File: src/rtl/lcd_pkg.sv
// Shared types and constants for the HD44780 16x2 refresh controller.
package lcd_pkg;

  // Top-level sequencer states
  typedef enum logic [2:0] {
    PWR_WAIT,
    INIT,
    ADDR,
    FETCH,
    DATA,
    WAIT_REQ
  } state_e;

  // Phases of one LCD bus write
  typedef enum logic [1:0] {
    SETUP,
    E_HI,
    SETTLE
  } wr_state_e;

  localparam logic [7:0] CMD_FUNC  = 8'h38;  // 8-bit bus, 2 lines
  localparam logic [7:0] CMD_DISP  = 8'h0C;  // display on, cursor off
  localparam logic [7:0] CMD_ENTRY = 8'h06;  // auto-increment
  localparam logic [7:0] CMD_CLR   = 8'h01;  // clear, needs the long settle
  localparam logic [7:0] DDRAM_L1  = 8'h80;
  localparam logic [7:0] DDRAM_L2  = 8'hC0;

  localparam int unsigned LINE_LEN = 16;
  localparam int unsigned NUM_POS  = 32;

  // Init command for step 0..3
  function automatic logic [7:0] init_cmd(input logic [1:0] step);
    case (step)
      2'd0:    return CMD_FUNC;
      2'd1:    return CMD_DISP;
      2'd2:    return CMD_ENTRY;
      default: return CMD_CLR;
    endcase
  endfunction

endpackage

File: src/rtl/lcd_write_cycle.sv
// One timed LCD bus write: SETUP (1 cycle), E_HI (E_CYCLES), SETTLE (CMD_WAIT or CLR_WAIT).
// o_done is high during the last SETTLE cycle so the caller can advance on the next edge.
module lcd_write_cycle
  import lcd_pkg::*;
#(
  parameter int unsigned E_CYCLES = 12,
  parameter int unsigned CMD_WAIT = 2500,
  parameter int unsigned CLR_WAIT = 82000,
  parameter int unsigned CNT_W    = 20
) (
  input  logic       i_clk,
  input  logic       i_rst,
  input  logic       i_start,
  input  logic       i_rs_in,
  input  logic [7:0] i_data_in,
  input  logic       i_long_wait,
  output logic       o_lcd_rs,
  output logic       o_lcd_e,
  output logic [7:0] o_lcd_data,
  output logic       o_done
);

  wr_state_e        r_sub;
  logic             r_busy;
  logic             r_long;
  logic [CNT_W-1:0] r_cnt;
  logic [CNT_W-1:0] w_wait_last;

  assign w_wait_last = r_long ? CNT_W'(CLR_WAIT - 1) : CNT_W'(CMD_WAIT - 1);
  assign o_done      = r_busy && (r_sub == SETTLE) && (r_cnt == w_wait_last);

  // Write phase sequencing; rs/data are latched once at start and held until the next start
  always_ff @(posedge i_clk) begin
    if (i_rst) begin
      r_sub      <= SETUP;
      r_busy     <= 1'b0;
      r_long     <= 1'b0;
      r_cnt      <= '0;
      o_lcd_rs   <= 1'b0;
      o_lcd_e    <= 1'b0;
      o_lcd_data <= '0;
    end else if (!r_busy) begin
      if (i_start) begin
        r_busy     <= 1'b1;
        r_sub      <= SETUP;
        r_long     <= i_long_wait;
        r_cnt      <= '0;
        o_lcd_rs   <= i_rs_in;
        o_lcd_data <= i_data_in;
      end
    end else begin
      case (r_sub)
        SETUP: begin
          r_sub   <= E_HI;
          o_lcd_e <= 1'b1;
          r_cnt   <= '0;
        end
        E_HI: begin
          if (r_cnt == CNT_W'(E_CYCLES - 1)) begin
            o_lcd_e <= 1'b0;
            r_sub   <= SETTLE;
            r_cnt   <= '0;
          end else begin
            r_cnt <= r_cnt + 1'b1;
          end
        end
        SETTLE: begin
          if (o_done) r_busy <= 1'b0;
          else        r_cnt  <= r_cnt + 1'b1;
        end
        default: r_sub <= SETUP;
      endcase
    end
  end

endmodule

File: src/rtl/lcd_refresh_ctrl.sv
// HD44780 16x2 refresh sequencer: power-on wait, init commands, then endless refresh of
// both lines (address command per line, fetch from string generator, data write).
// Optional: define LCD_FRAME_SYNC_EN to add i_frame_req and gate each frame on it.
module lcd_refresh_ctrl
  import lcd_pkg::*;
#(
  parameter int unsigned INIT_WAIT = 750000,
  parameter int unsigned E_CYCLES  = 12,
  parameter int unsigned CMD_WAIT  = 2500,
  parameter int unsigned CLR_WAIT  = 82000,
  parameter int unsigned CNT_W     = 20
) (
  input  logic       i_clk,
  input  logic       i_rst,
  input  logic [7:0] i_char_in,
`ifdef LCD_FRAME_SYNC_EN
  input  logic       i_frame_req,
`endif
  output logic [4:0] o_index,
  output logic       o_lcd_rs,
  output logic       o_lcd_rw,
  output logic       o_lcd_e,
  output logic [7:0] o_lcd_data,
  output logic       o_init_done,
  output logic       o_frame_done
);

  state_e           r_state;
  logic [CNT_W-1:0] r_pwr_cnt;
  logic [1:0]       r_step;
  logic             r_pend;     // write issued, waiting for its done
  logic             r_fetch;    // second FETCH cycle
  logic [7:0]       r_char;
  logic [4:0]       r_index;
  logic             r_init_done;
  logic             r_frame_done;

  logic             w_start;
  logic             w_rs;
  logic             w_long;
  logic             w_done;
  logic [7:0]       w_data;
  state_e           w_after_frame;

`ifdef LCD_FRAME_SYNC_EN
  assign w_after_frame = WAIT_REQ;
`else
  assign w_after_frame = ADDR;
`endif

  // Write request decode; the first init write is issued on the last power-wait cycle
  always_comb begin
    w_start = 1'b0;
    w_rs    = 1'b0;
    w_data  = CMD_FUNC;
    case (r_state)
      PWR_WAIT: w_start = (r_pwr_cnt == CNT_W'(INIT_WAIT - 1));
      INIT: begin
        w_start = !r_pend;
        w_data  = init_cmd(r_step);
      end
      ADDR: begin
        w_start = !r_pend;
        w_data  = r_index[4] ? DDRAM_L2 : DDRAM_L1;
      end
      DATA: begin
        w_start = !r_pend;
        w_rs    = 1'b1;
        w_data  = r_char;
      end
      default: ;
    endcase
    w_long = !w_rs && (w_data == CMD_CLR);
  end

  // Main sequencer with registered index/status outputs
  always_ff @(posedge i_clk) begin
    if (i_rst) begin
      r_state      <= PWR_WAIT;
      r_pwr_cnt    <= '0;
      r_step       <= '0;
      r_pend       <= 1'b0;
      r_fetch      <= 1'b0;
      r_char       <= '0;
      r_index      <= '0;
      r_init_done  <= 1'b0;
      r_frame_done <= 1'b0;
    end else begin
      r_frame_done <= 1'b0;
      if (w_start) r_pend <= 1'b1;
      case (r_state)
        PWR_WAIT: begin
          if (w_start) begin
            r_state <= INIT;
            r_step  <= '0;
          end else begin
            r_pwr_cnt <= r_pwr_cnt + 1'b1;
          end
        end
        INIT: begin
          if (w_done) begin
            r_pend <= 1'b0;
            if (r_step == 2'd3) begin
              r_init_done <= 1'b1;
              r_state     <= w_after_frame;
            end else begin
              r_step <= r_step + 1'b1;
            end
          end
        end
        ADDR: begin
          if (w_done) begin
            r_pend  <= 1'b0;
            r_fetch <= 1'b0;
            r_state <= FETCH;
          end
        end
        FETCH: begin
          // Generator output is valid two edges after the index changes
          if (!r_fetch) begin
            r_fetch <= 1'b1;
          end else begin
            r_char  <= i_char_in;
            r_state <= DATA;
          end
        end
        DATA: begin
          if (w_done) begin
            r_pend  <= 1'b0;
            r_fetch <= 1'b0;
            if (r_index == 5'(NUM_POS - 1)) begin
              r_frame_done <= 1'b1;
              r_index      <= '0;
              r_state      <= w_after_frame;
            end else begin
              r_index <= r_index + 1'b1;
              r_state <= (r_index == 5'(LINE_LEN - 1)) ? ADDR : FETCH;
            end
          end
        end
        WAIT_REQ: begin
`ifdef LCD_FRAME_SYNC_EN
          if (i_frame_req) r_state <= ADDR;
`else
          r_state <= ADDR;
`endif
        end
        default: r_state <= PWR_WAIT;
      endcase
    end
  end

  lcd_write_cycle #(
    .E_CYCLES(E_CYCLES),
    .CMD_WAIT(CMD_WAIT),
    .CLR_WAIT(CLR_WAIT),
    .CNT_W   (CNT_W)
  ) u_write (
    .i_clk      (i_clk),
    .i_rst      (i_rst),
    .i_start    (w_start),
    .i_rs_in    (w_rs),
    .i_data_in  (w_data),
    .i_long_wait(w_long),
    .o_lcd_rs   (o_lcd_rs),
    .o_lcd_e    (o_lcd_e),
    .o_lcd_data (o_lcd_data),
    .o_done     (w_done)
  );

  assign o_index      = r_index;
  assign o_lcd_rw     = 1'b0;
  assign o_init_done  = r_init_done;
  assign o_frame_done = r_frame_done;

endmodule

File: config.mk
export PLATFORM = sky130hd
export DESIGN_NAME = lcd_refresh_ctrl
export DESIGN_NICKNAME = d
export VERILOG_FILES = /design/src/rtl/lcd_pkg.sv /design/src/rtl/lcd_write_cycle.sv /design/src/rtl/lcd_refresh_ctrl.sv
export SDC_FILE = /design/constraint.sdc
export NUM_CORES = 1
export LEC_CHECK = 0
export BUFFER_PORTS_ARGS = -buffer_cell sky130_fd_sc_hd__buf_4
export CORE_ASPECT_RATIO = 0.7
export CORE_MARGIN = 4
export CORE_UTILIZATION = 60
export DETAILED_ROUTE_END_ITERATION = 6
export PLACE_DENSITY = 0.82
export SLEW_MARGIN = 20
export SYNTH_ARGS = -nofsm -noshare
export SYNTH_HDL_FRONTEND = slang
export SYNTH_SLANG_ARGS = --single-unit
File: constraint.sdc
create_clock -name i_clk -period 2.65 [get_ports i_clk]
set_input_delay 0.1325 -clock i_clk [delete_from_list [all_inputs] [get_ports i_clk]]
set_output_delay 0.1325 -clock i_clk [all_outputs]
set_load 0.03 [all_outputs]
==> flow_metrics.tcl <==
set metrics [dict create \
    status "finished, final reports clean" \
    crit_slowest_cell "a211oi_4" \
    min_period_ns 2.46 \
    grt_pass1_wl_um 16400 \
    start_kind "flip-flop" \
    wirelength_um 9770 \
    fmax_ghz 0.406 \
    syn_nets 519 \
    path_cells "ha_1, nor2b_1, nand4_4, a211oi_4, o22ai_1, or3_1, a21oi_1" \
    port_buffers 26 \
    p_int_uw 1690 \
    overflow 0 \
    max_stage_delay_ns 0.44 \
    chipHeight_um 76.9 \
    worstReg2RegStart "u_write.r_cnt[0]$_SDFFE_PP0P_" \
    synth_warnings 0 \
    slew_violations 0 \
    ys_seq_area_share_pct 37.4 \
    cts_tree "yes" \
    post-cts-setup-buffer-count 0 \
    grt_pass1_vias 3544 \
    cts-root-buf "clkbuf_8" \
    hold_viol 0 \
    worstSkewPairLatency_ns 0.35 \
    num_rows 24 \
    first_iter_violations 300 \
    swShare_pct 22.2 \
    ys_ff_latch 76 \
    diodes 0 \
    cp_top_family "simple AND/OR/NAND/NOR gates" \
    cp_num_buf_inv 0 \
    ys.flop_type "dfxtp_1" \
    critPathCaptureType "flip-flop" \
    p_seq_share_pct 53.0 \
    slew_headroom_pct 59.1 \
    io_pins 28 \
    vias_per_cell 6.20 \
    path_class "reg2reg" \
    cts_sinks 76 \
    synthDistinctLibCells 69 \
    setup_viol 0 \
    numPlacedInstances 598 \
    cts_hold_buf 0 \
    synth_area_sq_um 4070 \
    grt_use_total_pct 24.3 \
    rsz0062_at_grt "false" \
    cts_resized 0 \
    die_x_um 106 \
    antenna_found_initial 0 \
    clkPwrFrac_pct 44.7 \
    cp.arrival_ns 2.74 \
    reg2regPathDepth 7 \
    synthArstFlopShare_pct 0 \
    ant_nets 0 \
    instances_no_fill 614 \
    cts_max_level 3 \
    synth_edf_count 0 \
    post-route-period-util_pct 92.9 \
    required_ns 2.93 \
    areaGrowthSynthToFinish_pct 12.1 \
    final_nets 542 \
    vias 3805 \
    p_per_area_nw_per_um2 477 \
    crit_cells 7 \
    avgRoutedWirePerCell_um 15.9 \
    dieArea_sq_um 8190 \
    reg2reg_to "r_state[0]$_SDFFE_PP0P_" \
    layout-drive-gt1-share_pct 13.8 \
    max_cap_violations 0 \
    crit_path_end "r_state[0]$_SDFFE_PP0P_" \
    hold_path_class "in2reg" \
    cts_buffer_depth 2 \
    p_switching_uw 483 \
    finClkSkew_ns 0.00860 \
    syn_inst 495 \
    path_clk_slew_ns 0.08 \
    reg2reg_slack_ns 0.19 \
    core_area_sq_um 6400 \
    cts-buffers-inserted 9 \
    syn_avg_cell_area_sq_um 8.23 \
    fin_tns_setup_ns 0 \
    initial_core_util_pct 63.7 \
    crit_start "u_write.r_cnt[0]$_SDFFE_PP0P_" \
    grt_max_degree 48 \
    cp_max_fo 5 \
    drc_errors 0 \
    place.gp.congestion 0.876 \
    dpl.hpwl_um 6770 \
    pwr-share-comb_pct 2.3 \
    tightestPinTransition_ns 0.610 \
    drt-pass1-iter-count 5 \
    worst_ir_drop_vdd_mv 0.403 \
    p_leak_uw 0.00160 \
]
placed cells by master (no fill, tap or decap), types with 4 or more instances in the layout:
cell,instances
dfxtp_1,76
nand2_1,56
a21oi_1,56
nor2_1,52
buf_4,37
nand3_1,17
o21ai_0,16
nand4_1,15
or3_1,14
ha_1,14
inv_1,11
xnor2_1,9
clkbuf_8,9
o21ai_1,8
a31oi_1,8
and3_1,7
and2_1,7
nor3_1,7
nor4_1,7
xor2_1,7
mux2i_1,6
nand3b_1,5
nor2b_1,4
and4_1,4
or4_1,4
power by group through the flow:
| stage | logic (uW) | registers [uW] | clock network, uW |
|---|---|---|---|
| after global placement | 48.2 | 1180 | 0 |
| after CTS | 50.8 | 1150 | 988 |
| final | 50.9 | 1150 | 974 |
| after floorplan | 33.3 | 1180 | 0 |
| after global routing | 56.5 | 1150 | 1040 |
| after detailed placement | 49.9 | 1180 | 0 |
worst min path at each step:
stage / to / slack (ns) / from / cells past startpoint
final: r_char[2]$_SDFFE_PP0P_ / 0.03 / i_char_in[2] / 3
after global routing: r_char[4]$_SDFFE_PP0P_ / 0.03 / i_char_in[4] / 3
after CTS: r_char[1]$_SDFFE_PP0P_ / 0.01 / i_char_in[1] / 3
after detailed placement: r_char[2]$_SDFFE_PP0P_ / 0.39 / i_char_in[2] / 3
after global placement: r_char[2]$_SDFFE_PP0P_ / 0.38 / i_char_in[2] / 3
after floorplan: r_char[0]$_SDFFE_PP0P_ / 0.27 / i_char_in[0] / 2
through the flow:
stage | cell area [sq um] | hold slack [ns] | worst slack [ns] | total power [uW] | utilization [%]
after floorplan | 4070 | 0.268 | 0.505 | 1210 | -
after detailed placement | 4350 | 0.389 | 0.280 | 1230 | 68.0
after CTS | 4560 | 0.0147 | 0.221 | 2190 | 71.4
final | 4560 | 0.0261 | 0.187 | 2180 | 71.4
after global routing | 4560 | 0.0267 | 0.0286 | 2250 | 71.4
after global placement | 4350 | 0.384 | 0.351 | 1230 | 68.0
synthesized netlist by cell type (5+ instances only):
library cell	number	area [sq um]
nor3_1	7	35.0
nand4_1	15	93.8
a21oi_1	56	280
and2_1	7	43.8
mux2i_1	6	60.1
dfxtp_1	76	1520
nand3b_1	5	37.5
a31oi_1	8	50.1
nor2_1	52	195
or3_1	14	87.6
nand2_1	56	210
nand3_1	17	85.1
inv_1	11	41.3
o21ai_0	16	80.1
ha_1	14	175
nor4_1	7	43.8
o21ai_1	8	40.0
clkbuf_1	18	67.6
and3_1	7	43.8
xnor2_1	9	78.8
xor2_1	7	61.3
worst reg2reg max path: stages (launching register included):
cell and delay (ns):
dfxtp_1 0.37, ha_1 0.25, nor2b_1 0.35, nand4_4 0.19, a211oi_4 0.44, o22ai_1 0.23, or3_1 0.40, a21oi_1 0.15
cells by family after synthesis:
logic type / share of synthesized area [%]
simple gates: 29.6
compound gates: 19.6
flops: 37.4
buf+inv: 3.87
xor+xnor: 3.44
fa+ha+maj: 4.30
mux: 1.75
other cells: 0.0921
area by class of cell:
type                            instances  area [sq um]
Tap cell                               91           114
Sequential cell                        76          1520
Clock buffer                           10           128
Timing Repair Buffer                   37           278
Inverter                               11          41.3
Clock inverter                          6          88.8
Multi-Input combinational cell        383          2390
Fill cell                             484          1830
sequential cells by signal, indices dropped and copies added, names as in the netlist:
signal / cells
r_pwr_cnt: 20
r_step: 2
o_index: 5
r_char: 8
r_pend: 1
u_write.o_lcd_e: 1
u_write.r_cnt: 20
o_frame_done: 1
u_write.r_long: 1
u_write.r_sub: 2
u_write.o_lcd_rs: 1
u_write.o_lcd_data: 8
r_state: 3
o_init_done: 1
u_write.r_busy: 1
r_fetch: 1
layer usage:
metal / GRT usage (%) / vias to the layer above / share of wire (%)
met5: 0 / - / 0
met4: 7.41 / 0 / 1.3
met3: 5.70 / 18 / 7.8
met2: 36.7 / 170 / 44
met1: 34.3 / 1779 / 47
li1: - / 1838 / -
(Power assumes the default switching activity.)
